--- src/rtl/kmeans_pkg.sv ---
// Shared state encoding, parameter defaults and helpers for the k-means iteration controller.
package kmeans_pkg;

    typedef enum logic [1:0] {
        IDLE      = 2'd0,
        SWEEP     = 2'd1,
        WAIT_ITER = 2'd2,
        REPORT    = 2'd3
    } km_state_e;

    localparam int KM_H_ACTIVE  = 320;
    localparam int KM_V_ACTIVE  = 180;
    localparam int KM_HC_W      = 9;
    localparam int KM_VC_W      = 8;
    localparam int KM_ADDR_W    = 15;
    localparam int KM_MAX_ITERS = 8;
    localparam int KM_PIPE_LAT  = 2;

    // Iteration counter increment that sticks at 255 instead of wrapping.
    function automatic logic [7:0] sat_inc8(input logic [7:0] v);
        return (v == 8'hFF) ? v : v + 8'd1;
    endfunction

endpackage

--- src/rtl/km_delay_line.sv ---
// Fixed-depth shift register used to align control strobes with point-memory read data.
module km_delay_line #(
    parameter int unsigned WIDTH = 1,
    parameter int unsigned DEPTH = 1
) (
    input  logic             clk_in,
    input  logic             rst_n_in,
    input  logic [WIDTH-1:0] data_in,
    output logic [WIDTH-1:0] data_out
);

    logic [WIDTH-1:0] stage_q [DEPTH];

    // Shift every stage by one each cycle; reset clears the whole line.
    always_ff @(posedge clk_in or negedge rst_n_in) begin
        if (!rst_n_in) begin
            for (int unsigned i = 0; i < DEPTH; i++) begin
                stage_q[i] <= '0;
            end
        end else begin
            stage_q[0] <= data_in;
            for (int unsigned i = 1; i < DEPTH; i++) begin
                stage_q[i] <= stage_q[i-1];
            end
        end
    end

    assign data_out = stage_q[DEPTH-1];

endmodule

--- src/rtl/kmeans_iter_controller.sv ---
// Per-frame k-means iteration sequencer: sweeps point memory, waits for the
// clustering core, repeats until convergence/cap/frame start, then reports over UART.
module kmeans_iter_controller
    import kmeans_pkg::*;
#(
    parameter int H_ACTIVE  = KM_H_ACTIVE,
    parameter int V_ACTIVE  = KM_V_ACTIVE,
    parameter int HC_W      = KM_HC_W,
    parameter int VC_W      = KM_VC_W,
    parameter int ADDR_W    = KM_ADDR_W,
    parameter int MAX_ITERS = KM_MAX_ITERS,
    parameter int PIPE_LAT  = KM_PIPE_LAT
) (
    input  logic              clk_in,
    input  logic              rst_n_in,
    input  logic [HC_W-1:0]   hcount_in,
    input  logic [VC_W-1:0]   vcount_in,
    input  logic              camera_valid_in,
    input  logic [ADDR_W-1:0] num_points_in,
    input  logic              iteration_finished_in,
    input  logic              converged_in,
    input  logic              uart_busy_in,
    output logic [ADDR_W-1:0] addrb_out,
    output logic              km_valid_out,
    output logic              start_iteration_out,
    output logic              uart_trigger_out,
    output logic              reset_coms_out,
    output logic [7:0]        iter_count_out,
    output logic              aborted_out,
    output logic              busy_out
);

    km_state_e         state_q, state_d;
    logic [ADDR_W-1:0] addr_q, addr_d;
    logic [ADDR_W-1:0] num_q, num_d;
    logic [7:0]        iter_q, iter_d;
    logic              aborted_q, aborted_d;
    logic              first_q, first_d;

    logic              frame_end, frame_start;
    logic              raw_valid, raw_start, report_fire;
    logic [7:0]        iter_inc;
    logic              iter_done;

    assign frame_end   = (hcount_in == HC_W'(H_ACTIVE - 1)) && (vcount_in == VC_W'(V_ACTIVE - 1))
                         && camera_valid_in;
    assign frame_start = (hcount_in == '0) && (vcount_in == '0) && camera_valid_in;
    assign iter_inc    = sat_inc8(iter_q);
    assign iter_done   = converged_in || (iter_inc == 8'(MAX_ITERS));

    // State and datapath registers.
    always_ff @(posedge clk_in or negedge rst_n_in) begin
        if (!rst_n_in) begin
            state_q   <= IDLE;
            addr_q    <= '0;
            num_q     <= '0;
            iter_q    <= '0;
            aborted_q <= 1'b0;
            first_q   <= 1'b0;
        end else begin
            state_q   <= state_d;
            addr_q    <= addr_d;
            num_q     <= num_d;
            iter_q    <= iter_d;
            aborted_q <= aborted_d;
            first_q   <= first_d;
        end
    end

    // Next-state logic and raw (undelayed) strobes.
    always_comb begin
        state_d     = state_q;
        addr_d      = addr_q;
        num_d       = num_q;
        iter_d      = iter_q;
        aborted_d   = aborted_q;
        raw_valid   = 1'b0;
        raw_start   = 1'b0;
        report_fire = 1'b0;
        case (state_q)
            IDLE: begin
                if (frame_end) begin
                    num_d     = num_points_in;
                    iter_d    = '0;
                    aborted_d = 1'b0;
                    addr_d    = '0;
                    state_d   = (num_points_in == '0) ? REPORT : SWEEP;
                end
            end
            SWEEP: begin
                if (frame_start) begin
                    aborted_d = 1'b1;
                    state_d   = REPORT;
                end else begin
                    raw_valid = 1'b1;
                    if (addr_q == num_q - ADDR_W'(1)) begin
                        state_d = WAIT_ITER;
                    end else begin
                        addr_d = addr_q + ADDR_W'(1);
                    end
                end
            end
            WAIT_ITER: begin
                raw_start = first_q && !frame_start;
                // A finish coinciding with frame start is counted first; the
                // frame start only marks an abort if the run was not complete.
                if (iteration_finished_in) begin
                    iter_d = iter_inc;
                    if (iter_done) begin
                        state_d = REPORT;
                    end else if (frame_start) begin
                        aborted_d = 1'b1;
                        state_d   = REPORT;
                    end else begin
                        addr_d  = '0;
                        state_d = SWEEP;
                    end
                end else if (frame_start) begin
                    aborted_d = 1'b1;
                    state_d   = REPORT;
                end
            end
            REPORT: begin
                if (!uart_busy_in) begin
                    report_fire = 1'b1;
                    state_d     = IDLE;
                end
            end
            default: state_d = IDLE;
        endcase
        first_d = (state_d == WAIT_ITER) && (state_q != WAIT_ITER);
    end

    km_delay_line #(
        .WIDTH (2),
        .DEPTH (PIPE_LAT)
    ) u_delay (
        .clk_in   (clk_in),
        .rst_n_in (rst_n_in),
        .data_in  ({raw_start, raw_valid}),
        .data_out ({start_iteration_out, km_valid_out})
    );

    assign addrb_out        = addr_q;
    assign uart_trigger_out = report_fire;
    assign reset_coms_out   = report_fire;
    assign iter_count_out   = iter_q;
    assign aborted_out      = aborted_q;
    assign busy_out         = (state_q != IDLE);

endmodule
--- config.mk ---
export PLATFORM = sky130hd
export DESIGN_NAME = kmeans_iter_controller
export DESIGN_NICKNAME = d
export VERILOG_FILES = /design/src/rtl/kmeans_pkg.sv /design/src/rtl/km_delay_line.sv /design/src/rtl/kmeans_iter_controller.sv
export SDC_FILE = /design/constraint.sdc
export NUM_CORES = 1
export LEC_CHECK = 0
export BUFFER_PORTS_ARGS = -buffer_cell sky130_fd_sc_hd__buf_2
export CAP_MARGIN = 20
export CORE_MARGIN = 8
export CORE_UTILIZATION = 42
export CTS_BUF_LIST = sky130_fd_sc_hd__clkbuf_8
export CTS_CLUSTER_SIZE = 24
export DETAILED_ROUTE_END_ITERATION = 8
export GPL_TIMING_DRIVEN = 0
export SYNTH_ARGS = -nofsm -noshare
export SYNTH_HDL_FRONTEND = slang
export SYNTH_SLANG_ARGS = --single-unit
--- constraint.sdc ---
create_clock -name clk_in -period 4.3 [get_ports clk_in]
set_input_delay 0.86 -clock clk_in [delete_from_list [all_inputs] [get_ports clk_in]]
set_output_delay 0.86 -clock clk_in [all_outputs]
set_load 0.05 [all_outputs]
==> results of run 1 <==
cells by family after synthesis:
| logic type | after synthesis | synth area share (%) |
|---|---|---|
| AND/OR/NAND/NOR | 135 | 24.6 |
| buffers and inverters | 32 | 4.40 |
| multiplexers | 23 | 8.04 |
| XOR/XNOR | 22 | 6.22 |
| AO/OA/AOI/OAI | 69 | 16.8 |
| flip-flops | 46 | 37.2 |
| adder cells (fa/ha/maj) | 7 | 2.83 |
area by class of cell:
cell class,instances,area (um^2)
repair buffers,67,350
well taps,99,124
multi-input cells,256,1810
plain buffers,18,83.8
flip-flops and latches,46,1150
clock inverters,3,37.5
fillers,726,3540
inverters,14,52.6
clock buffers,5,68.8
path summary, 6_finish.rpt:
path	startpoint	endpoint	slack [ps]	depth (start not counted)
worst max-delay path	num_q[0]$_DFFE_PN0P_	addrb_out[7]$_DFFE_PN0P_	920	12
worst min-delay path	u_delay.stage_q[2]$_DFF_PN0_	u_delay.data_out[0]$_DFF_PN0_	360	0
worst max register to register	num_q[0]$_DFFE_PN0P_	addrb_out[7]$_DFFE_PN0P_	920	12
worst min register to register	u_delay.stage_q[2]$_DFF_PN0_	u_delay.data_out[0]$_DFF_PN0_	360	0
max in group asynchronous	rst_n_in	addrb_out[14]$_DFFE_PN0P_	3440	2
min in group asynchronous	rst_n_in	iter_count_out[1]$_DFFE_PN0P_	390	1
state kept, by name, summed over array words and instances (netlist names):
name,count
first_q,1
iter_count_out,8
num_q,15
addrb_out,15
u_delay.stage_q,2
u_delay.data_out,2
aborted_out,1
state_q,2
critical path: stages (launching register included):
cell and delay (ps):
dfrtp_1 370, clkbuf_1 180, inv_1 90, ha_1 260, or3b_4 440, or4_4 430
a21oi_2 170, o211ai_2 120, o41ai_4 560, a21oi_2 210, buf_6 190, a211o_1 260
nand2_1 60
stage by stage:
stage	std cells	util, %
6_report	508	51.0
3_3_place_gp	499	49.2
4_1_cts	507	50.7
5_1_grt	508	51.0
3_5_place_dp	499	49.2
2_1_floorplan	334	-
power groups by stage:
stage | clock network (uW) | logic, uW | registers, uW
6_report | 317 | 625 | 517
5_1_grt | 342 | 695 | 523
4_1_cts | 330 | 626 | 516
3_3_place_gp | 0 | 618 | 524
2_1_floorplan | 0 | 384 | 597
3_5_place_dp | 0 | 624 | 525
layer usage:
| layer | up-vias | part of all wire (%) |
|---|---|---|
| met2 | 61 | 46 |
| met3 | 8 | 5.3 |
| met4 | 0 | 1.4 |
| met5 | - | 0 |
| li1 | 1397 | - |
| met1 | 1347 | 48 |
placed cells by master, fill, tap and decap left out, types with 2 or more instances in the layout:
master / netlist / layout
dfrtp_1: 46 / 46
a31o_2: 2 / 2
nand3b_1: 2 / 2
and2_1: 2 / 2
and3_1: 9 / 9
nand2_1: 26 / 26
xor2_1: 10 / 10
a21oi_2: 2 / 2
o211a_1: 2 / 2
o21ai_0: 7 / 7
nor2b_1: 4 / 4
a21oi_1: 17 / 17
nand3_1: 10 / 10
or2_2: 2 / 2
a21o_1: 3 / 3
ha_1: 7 / 7
o21bai_1: 2 / 2
clkbuf_8: 0 / 5
or4_1: 2 / 2
a31oi_1: 6 / 6
xnor2_1: 12 / 12
nor3_1: 7 / 7
inv_1: 14 / 16
and4_1: 2 / 2
nand4_1: 16 / 16
a221oi_1: 2 / 2
mux2i_1: 8 / 8
a211oi_1: 6 / 6
a311oi_1: 2 / 2
mux2_2: 15 / 15
a211o_1: 4 / 4
nor4b_1: 2 / 2
nor2_1: 22 / 22
nor4_1: 11 / 11
clkbuf_1: 12 / 12
nand2b_1: 9 / 9
o211ai_1: 2 / 2
buf_2: 3 / 69
==> results.txt, run 1 <==
Top post-synthesis cells by count = dfrtp_1, nand2_1, nor2_1, a21oi_1, nand4_1
Die W = 102 um
Critical path type = reg -> reg
Core ar. = 0.00721 mm^2
Met3 usage = 3.20%
Most common cell in the netlist = dfrtp_1
CTS buffer count = 5
Top Usage Layer GRT = met2
CTS Hold Bufs = 0
Peak supply drop = 0.242 mV
Sw Share = 42.5%
Worst setup margin = 924 ps
First-pass GRT wire length = 13.2 mm
Post-synth top area share = 37.2%
Placed instance area = 0.00355 mm^2
Number of synthesized flops with an enable pin = 0
Status = finished, final reports clean
Final WL = 7.83 mm
Ys async rst share = 100%
Drt first pass iters = 4
Area growth from synthesis to layout = 18.7%
WHS = 356 ps
Setup violators final = 0
Period utilisation layout = 78.5%
Dominant synthesized flop cell = dfrtp_1
Largest net degree at the start of global routing = 47
Largest area contributor in the netlist = dfrtp_1
Post-CTS setup buffer count = 0
Share of layout cells above drive strength 1 = 26.4%
Routed wire per std cell = 15.4 um
Sequential share of the synthesized area = 37.2%
YS warnings = 0
Final Hold Vio Count = 0
Number of diodes = 0
Mapped cell area = 0.00310 mm^2
Min Tclk post-route = 3380 ps
Critical path startpoint category = flop
Clk network pwr share = 21.7%
IO Port Bufs = 66
Met1 Usage GRT = 21.1%
Synthesized area per cell = 9.28 um^2
TNS Setup = 0 ps
Worst skew pair latency = 290 ps
DRT iter0 DRCs = 138
Max Root-Sink Buffers = 2
Pwr Total = 1460 uW
Sink Count = 46
DRC errors left = 0
Dpl hpwl = 6.09 mm
Die area = 0.0104 mm^2
LEAKAGE = 0.00191 uW
GRT overflow = 0
Initial antenna violation count = 0
Synthesized instance count = 334
Final instance area = 0.00368 mm^2
FP Rows = 31
Post-route ant nets = 0
Nets = 453
Switching Power = 620 uW
Max Freq = 0.296 GHz
Worst-Margin Slew = 751 ps
Clock skew = 8.50 ps
Flops & latches, synth = 46
Logic pwr share = 42.9%
Cts repair resizes = 0
Critical Path RT = 4540 ps
CTS H-Tree Depth = 2
Vias in the first global route = 2749
Max Slew Vio Count = 0
CP arrival = 3610 ps
Placer Congestion = 0.807
Met2 Usage GRT = 24.8%
Vias per cell = 5.54
Netlist cell types = 61
Post-synth net total = 379
Critical Path End Type = flop
GRT Util Overall = 15.7%
RSZ-0062 raised after global routing = false
Reg clk slew, reported paths = 90 ps
Max_slew headroom = 50.0%
Worst Path Max Fanout = 10
Initial Util = 42.9%
Max Cap Viol = 0
Internal power = 838 uW
Type of the most critical hold path = reg -> reg
Dpl ws = 765 ps
Sequential power share = 35.4%
Synth top area cells = dfrtp_1, mux2_2, xnor2_1
Via count = 2813
Pwr per Cell Area = 396 mW/mm^2
Die Y = 102 um
Ports = 67
TritonCTS clock tree = yes
Root Buffer = clkbuf_8
(Power assumes the default switching activity.)
==> run 2: changes to the inputs <==
clock period = 3.4 ns   (was 4.3 ns; I/O delays follow)
==> results.txt, run 2 (same netlist as run 1, synthesis figures left out) <==
Critical Path Slowest Stage Cell = nor4_1
Period utilisation layout = 92.6%
DRT iter0 DRCs = 138
Dpl hpwl = 6.09 mm
Type of the most critical hold path = in -> async
Die area = 0.0104 mm^2
CP delay by family, top = compound AO/OA/AOI/OAI gates
Ports = 67
Drt first pass iters = 4
Initial antenna violation count = 0
Most frequent cells in the layout = buf_2, dfrtp_1, nand2_1
Max Freq = 0.318 GHz
RSZ-0062 raised after global routing = false
CP Cell Sequence = clkbuf_1 -> nor4_1 -> nand2b_1 -> xor2_1 -> a211o_1 -> o41ai_4 -> buf_4 -> a221oi_1 -> a21oi_1 -> o211a_1
DRC errors left = 0
Crit path largest cell delay = 700 ps
LEAKAGE = 0.00195 uW
Max Slew Vio Count = 0
# fillers = 719
Vias per cell = 5.58
Worst skew pair latency = 300 ps
Min Tclk post-route = 3150 ps
WP depth = 10
Placed instance area = 0.00355 mm^2
Area growth from synthesis to layout = 21.5%
CP endpoint = first_q$_DFF_PN0_
Root Buffer = clkbuf_8
Nets = 459
Max_slew headroom = 49.9%
Placer Congestion = 0.807
First-pass GRT wire length = 13.2 mm
Clock skew = 8.12 ps
Final WL = 7.97 mm
Die W = 102 um
Critical path type = reg -> reg
TNS Setup = 0 ps
Worst setup margin = 253 ps
Status = finished, final reports clean
Reg clk slew, reported paths = 90 ps
Number of diodes = 0
Worst Path Max Fanout = 7
GRT overflow = 0
Worst R2R Start = num_q[0]$_DFFE_PN0P_
Vias in the first global route = 2749
GRT Util Overall = 15.7%
R2r setup slk = 250 ps
Largest net degree at the start of global routing = 47
Critical path startpoint category = flop
Die Y = 102 um
Critical Path RT = 3640 ps
Peak supply drop = 0.334 mV
R2R depth = 10
Worst-Margin Slew = 745 ps
FP Rows = 31
Dpl ws = 44.8 ps
Core ar. = 0.00721 mm^2
Max Root-Sink Buffers = 2
Commonest non-fill, non-tap cell in the layout = buf_2
Max Cap Viol = 0
Routed wire per std cell = 15.5 um
WP buf/inv = 2
Sink Count = 46
Reg2reg end = first_q$_DFF_PN0_
Pwr Total = 1960 uW
TritonCTS clock tree = yes
Final Hold Vio Count = 0
Pwr per Cell Area = 520 mW/mm^2
Final instance area = 0.00376 mm^2
CTS H-Tree Depth = 2
Post-route ant nets = 0
CTS buffer count = 5
Critical Path End Type = flop
Share of layout cells above drive strength 1 = 28.2%
Setup violators final = 0
Via count = 2868
CP arrival = 3390 ps
CTS Hold Bufs = 0
Initial Util = 42.9%
Crit path launch = num_q[0]$_DFFE_PN0P_
IO Port Bufs = 66
## run 2: cell count changes in the layout (fill, tap and decap cells not counted), sizes merged
cell / change
buf: +6
## run 2: worst min path at each step
| stage | from | to | slack, ps | cells after the start |
|---|---|---|---|---|
| finish | rst_n_in | iter_count_out[7]$_DFFE_PN0P_ | 210 | 1 |
| global route | rst_n_in | iter_count_out[7]$_DFFE_PN0P_ | 210 | 1 |
| CTS | u_delay.stage_q[2]$_DFF_PN0_ | u_delay.data_out[0]$_DFF_PN0_ | 370 | 0 |
| detailed placement | u_delay.stage_q[2]$_DFF_PN0_ | u_delay.data_out[0]$_DFF_PN0_ | 340 | 0 |
| global placement | u_delay.stage_q[2]$_DFF_PN0_ | u_delay.data_out[0]$_DFF_PN0_ | 340 | 0 |
| floorplan | u_delay.stage_q[2]$_DFF_PN0_ | u_delay.data_out[0]$_DFF_PN0_ | 330 | 0 |
## run 2: what timing repair did
action	in CTS	in global routing
setup endpoints to repair	0	13
buffers inserted	0	6
hold endpoints to repair	0	0
resized for setup	0	6
## run 2: final cells by class
| type | count | area [um^2] | share of cell area, % |
|---|---|---|---|
| Timing Repair Buffer | 73 | 408 | 10.8 |
| Buffer | 18 | 85.1 | 2.26 |
| Tap cell | 99 | 124 | 3.29 |
| Inverter | 14 | 52.6 | 1.40 |
| Multi-Input combinational cell | 256 | 1840 | 48.8 |
| Clock inverter | 3 | 37.5 | 0.997 |
| Clock buffer | 5 | 68.8 | 1.83 |
| Sequential cell | 46 | 1150 | 30.6 |
## run 2: report_power, final
part	switching (uW)	internal, uW	total [uW]
Clock	190	214	405
Combinational	574	327	901
Sequential	53.5	599	653
## run 2: stage by stage
step                utilization (%)  std cells  hold slack [ps]
floorplan                         -        334              331
global placement               49.2        499              335
detailed placement             49.2        499              338
CTS                            50.7        507              367
global route                   52.2        514              212
finish                         52.2        514              210
## run 2: layer usage
layer | part of all wire [%] | vias up | GRT usage, %
li1 | - | 1406 | -
met1 | 48 | 1388 | 21.1
met2 | 46 | 67 | 24.8
met3 | 5.1 | 7 | 3.20
met4 | 1.3 | 0 | 4.97
met5 | 0 | - | 0
==> run 3: changes to the inputs <==
CORE_ASPECT_RATIO = 1.75   (was not set)
==> results.txt, run 3 (same netlist as run 1, synthesis figures left out) <==
Worst Path Max Fanout = 7
Peak supply drop = 0.265 mV
Critical Path End Type = flop
Most frequent cells in the layout = buf_2, dfrtp_1, nand2_1
CTS H-Tree Depth = 2
Sink Count = 46
Die W = 80.9 um
Clock skew = 12.8 ps
Max Cap Viol = 0
Final Hold Vio Count = 0
CP arrival = 3430 ps
Worst-Margin Slew = 821 ps
WHS = 252 ps
Type of the most critical hold path = in -> async
Final WL = 8.41 mm
Reg clk slew, reported paths = 100 ps
Ports = 67
Drt first pass iters = 4
WP depth = 10
Commonest non-fill, non-tap cell in the layout = buf_2
CP delay by family, top = compound AO/OA/AOI/OAI gates
Worst R2R Start = num_q[0]$_DFFE_PN0P_
Initial Util = 43.1%
Placer Congestion = 0.868
IO Port Bufs = 66
GRT Util Overall = 16.6%
CTS Hold Bufs = 0
Dpl ws = 54.0 ps
First-pass GRT wire length = 13.9 mm
Min Tclk post-route = 3170 ps
R2R depth = 10
Logic pwr share = 40.8%
Vias per cell = 5.77
DRC errors left = 0
Status = finished, final reports clean
CP endpoint = first_q$_DFF_PN0_
Switching Power = 805 uW
Sequential power share = 33.1%
Setup violators final = 0
Clk network pwr share = 26.1%
DRT iter0 DRCs = 85
Crit path largest cell delay = 760 ps
R2r setup slk = 230 ps
GRT overflow = 0
Nets = 455
Initial antenna violation count = 0
RSZ-0062 raised after global routing = false
Core ar. = 0.00718 mm^2
Critical path type = reg -> reg
CTS buffer count = 5
Worst setup margin = 227 ps
Max Slew Vio Count = 0
TritonCTS clock tree = yes
FP Rows = 41
Die area = 0.0105 mm^2
Max_slew headroom = 44.8%
Critical Path Slowest Stage Cell = nor4_1
Critical path startpoint category = flop
Post-route ant nets = 0
Routed wire per std cell = 16.9 um
Period utilisation layout = 93.3%
Largest net degree at the start of global routing = 47
Dpl hpwl = 6.63 mm
Max Freq = 0.315 GHz
LEAKAGE = 0.00193 uW
CP Cell Sequence = clkbuf_1 -> nor4_1 -> nand2b_1 -> xor2_1 -> a211o_1 -> o41ai_4 -> buf_4 -> a221oi_1 -> a21oi_1 -> o211a_1
Critical Path RT = 3660 ps
Worst skew pair latency = 310 ps
Area growth from synthesis to layout = 20.0%
Number of diodes = 0
Die Y = 130 um
Internal power = 1170 uW
Pwr per Cell Area = 531 mW/mm^2
Max Root-Sink Buffers = 2
TNS Setup = 0 ps
Root Buffer = clkbuf_8
Vias in the first global route = 3008
Via count = 2866
Sw Share = 40.7%
Reg2reg end = first_q$_DFF_PN0_
Share of layout cells above drive strength 1 = 27.5%
Crit path launch = num_q[0]$_DFFE_PN0P_
WP buf/inv = 2
## run 3: cell type report
type	instances	area (um^2)
sequential	46	1150
clock buffer	6	82.6
fill	714	3460
inverter	14	52.6
buffer	18	83.8
tap	86	108
multi-input combinational	256	1820
timing repair buffer	69	365
clock inverter	2	60.1
## run 3: what timing repair did
| item | in CTS | in global routing |
|---|---|---|
| resized for setup | 0 | 1 |
| buffers inserted | 0 | 2 |
| endpoints found under the setup margin | 0 | 11 |
## run 3: worst reg2reg max path: stages, from the launching register on
cell and delay (ps):
dfrtp_1 360, clkbuf_1 180, nor4_1 760, nand2b_1 180, xor2_1 210, a211o_1 360
o41ai_4 390, buf_4 200, a221oi_1 80, a21oi_1 230, o211a_1 180
## run 3: layer usage
metal | share of wire, % | up-vias | GRT usage [%]
met1 | 36 | 1369 | 15.8
met5 | 0 | - | 0
met2 | 56 | 82 | 31.8
met4 | 2.9 | 0 | 8.36
met3 | 4.9 | 21 | 3.47
li1 | - | 1394 | -
## run 3: how the worst min path moves through the flow
stage	slack, ps	from	endpoint
finish	250	rst_n_in	addrb_out[0]$_DFFE_PN0P_
detailed placement	330	u_delay.stage_q[2]$_DFF_PN0_	u_delay.data_out[0]$_DFF_PN0_
global placement	330	u_delay.stage_q[3]$_DFF_PN0_	u_delay.data_out[1]$_DFF_PN0_
global route	270	rst_n_in	u_delay.data_out[0]$_DFF_PN0_
CTS	360	u_delay.stage_q[2]$_DFF_PN0_	u_delay.data_out[0]$_DFF_PN0_
floorplan	330	u_delay.stage_q[2]$_DFF_PN0_	u_delay.data_out[0]$_DFF_PN0_
## run 3: stage by stage
step / instance area [um^2] / util, % / power [uW] / std cells
3_3_place_gp: 3540 / 49.2 / 1450 / 486
2_1_floorplan: 3100 / - / 1240 / 334
5_1_grt: 3720 / 51.8 / 2100 / 497
3_5_place_dp: 3540 / 49.2 / 1460 / 486
4_1_cts: 3680 / 51.2 / 1970 / 494
6_report: 3720 / 51.8 / 1970 / 497
## run 3: power by group through the flow
stage                     clock network (uW)  logic (uW)  registers, uW
final                                    516         805            654
after global routing                     548         882            666
after CTS                                525         795            654
after detailed placement                   0         792            665
after global placement                     0         783            665
after floorplan                            0         486            754
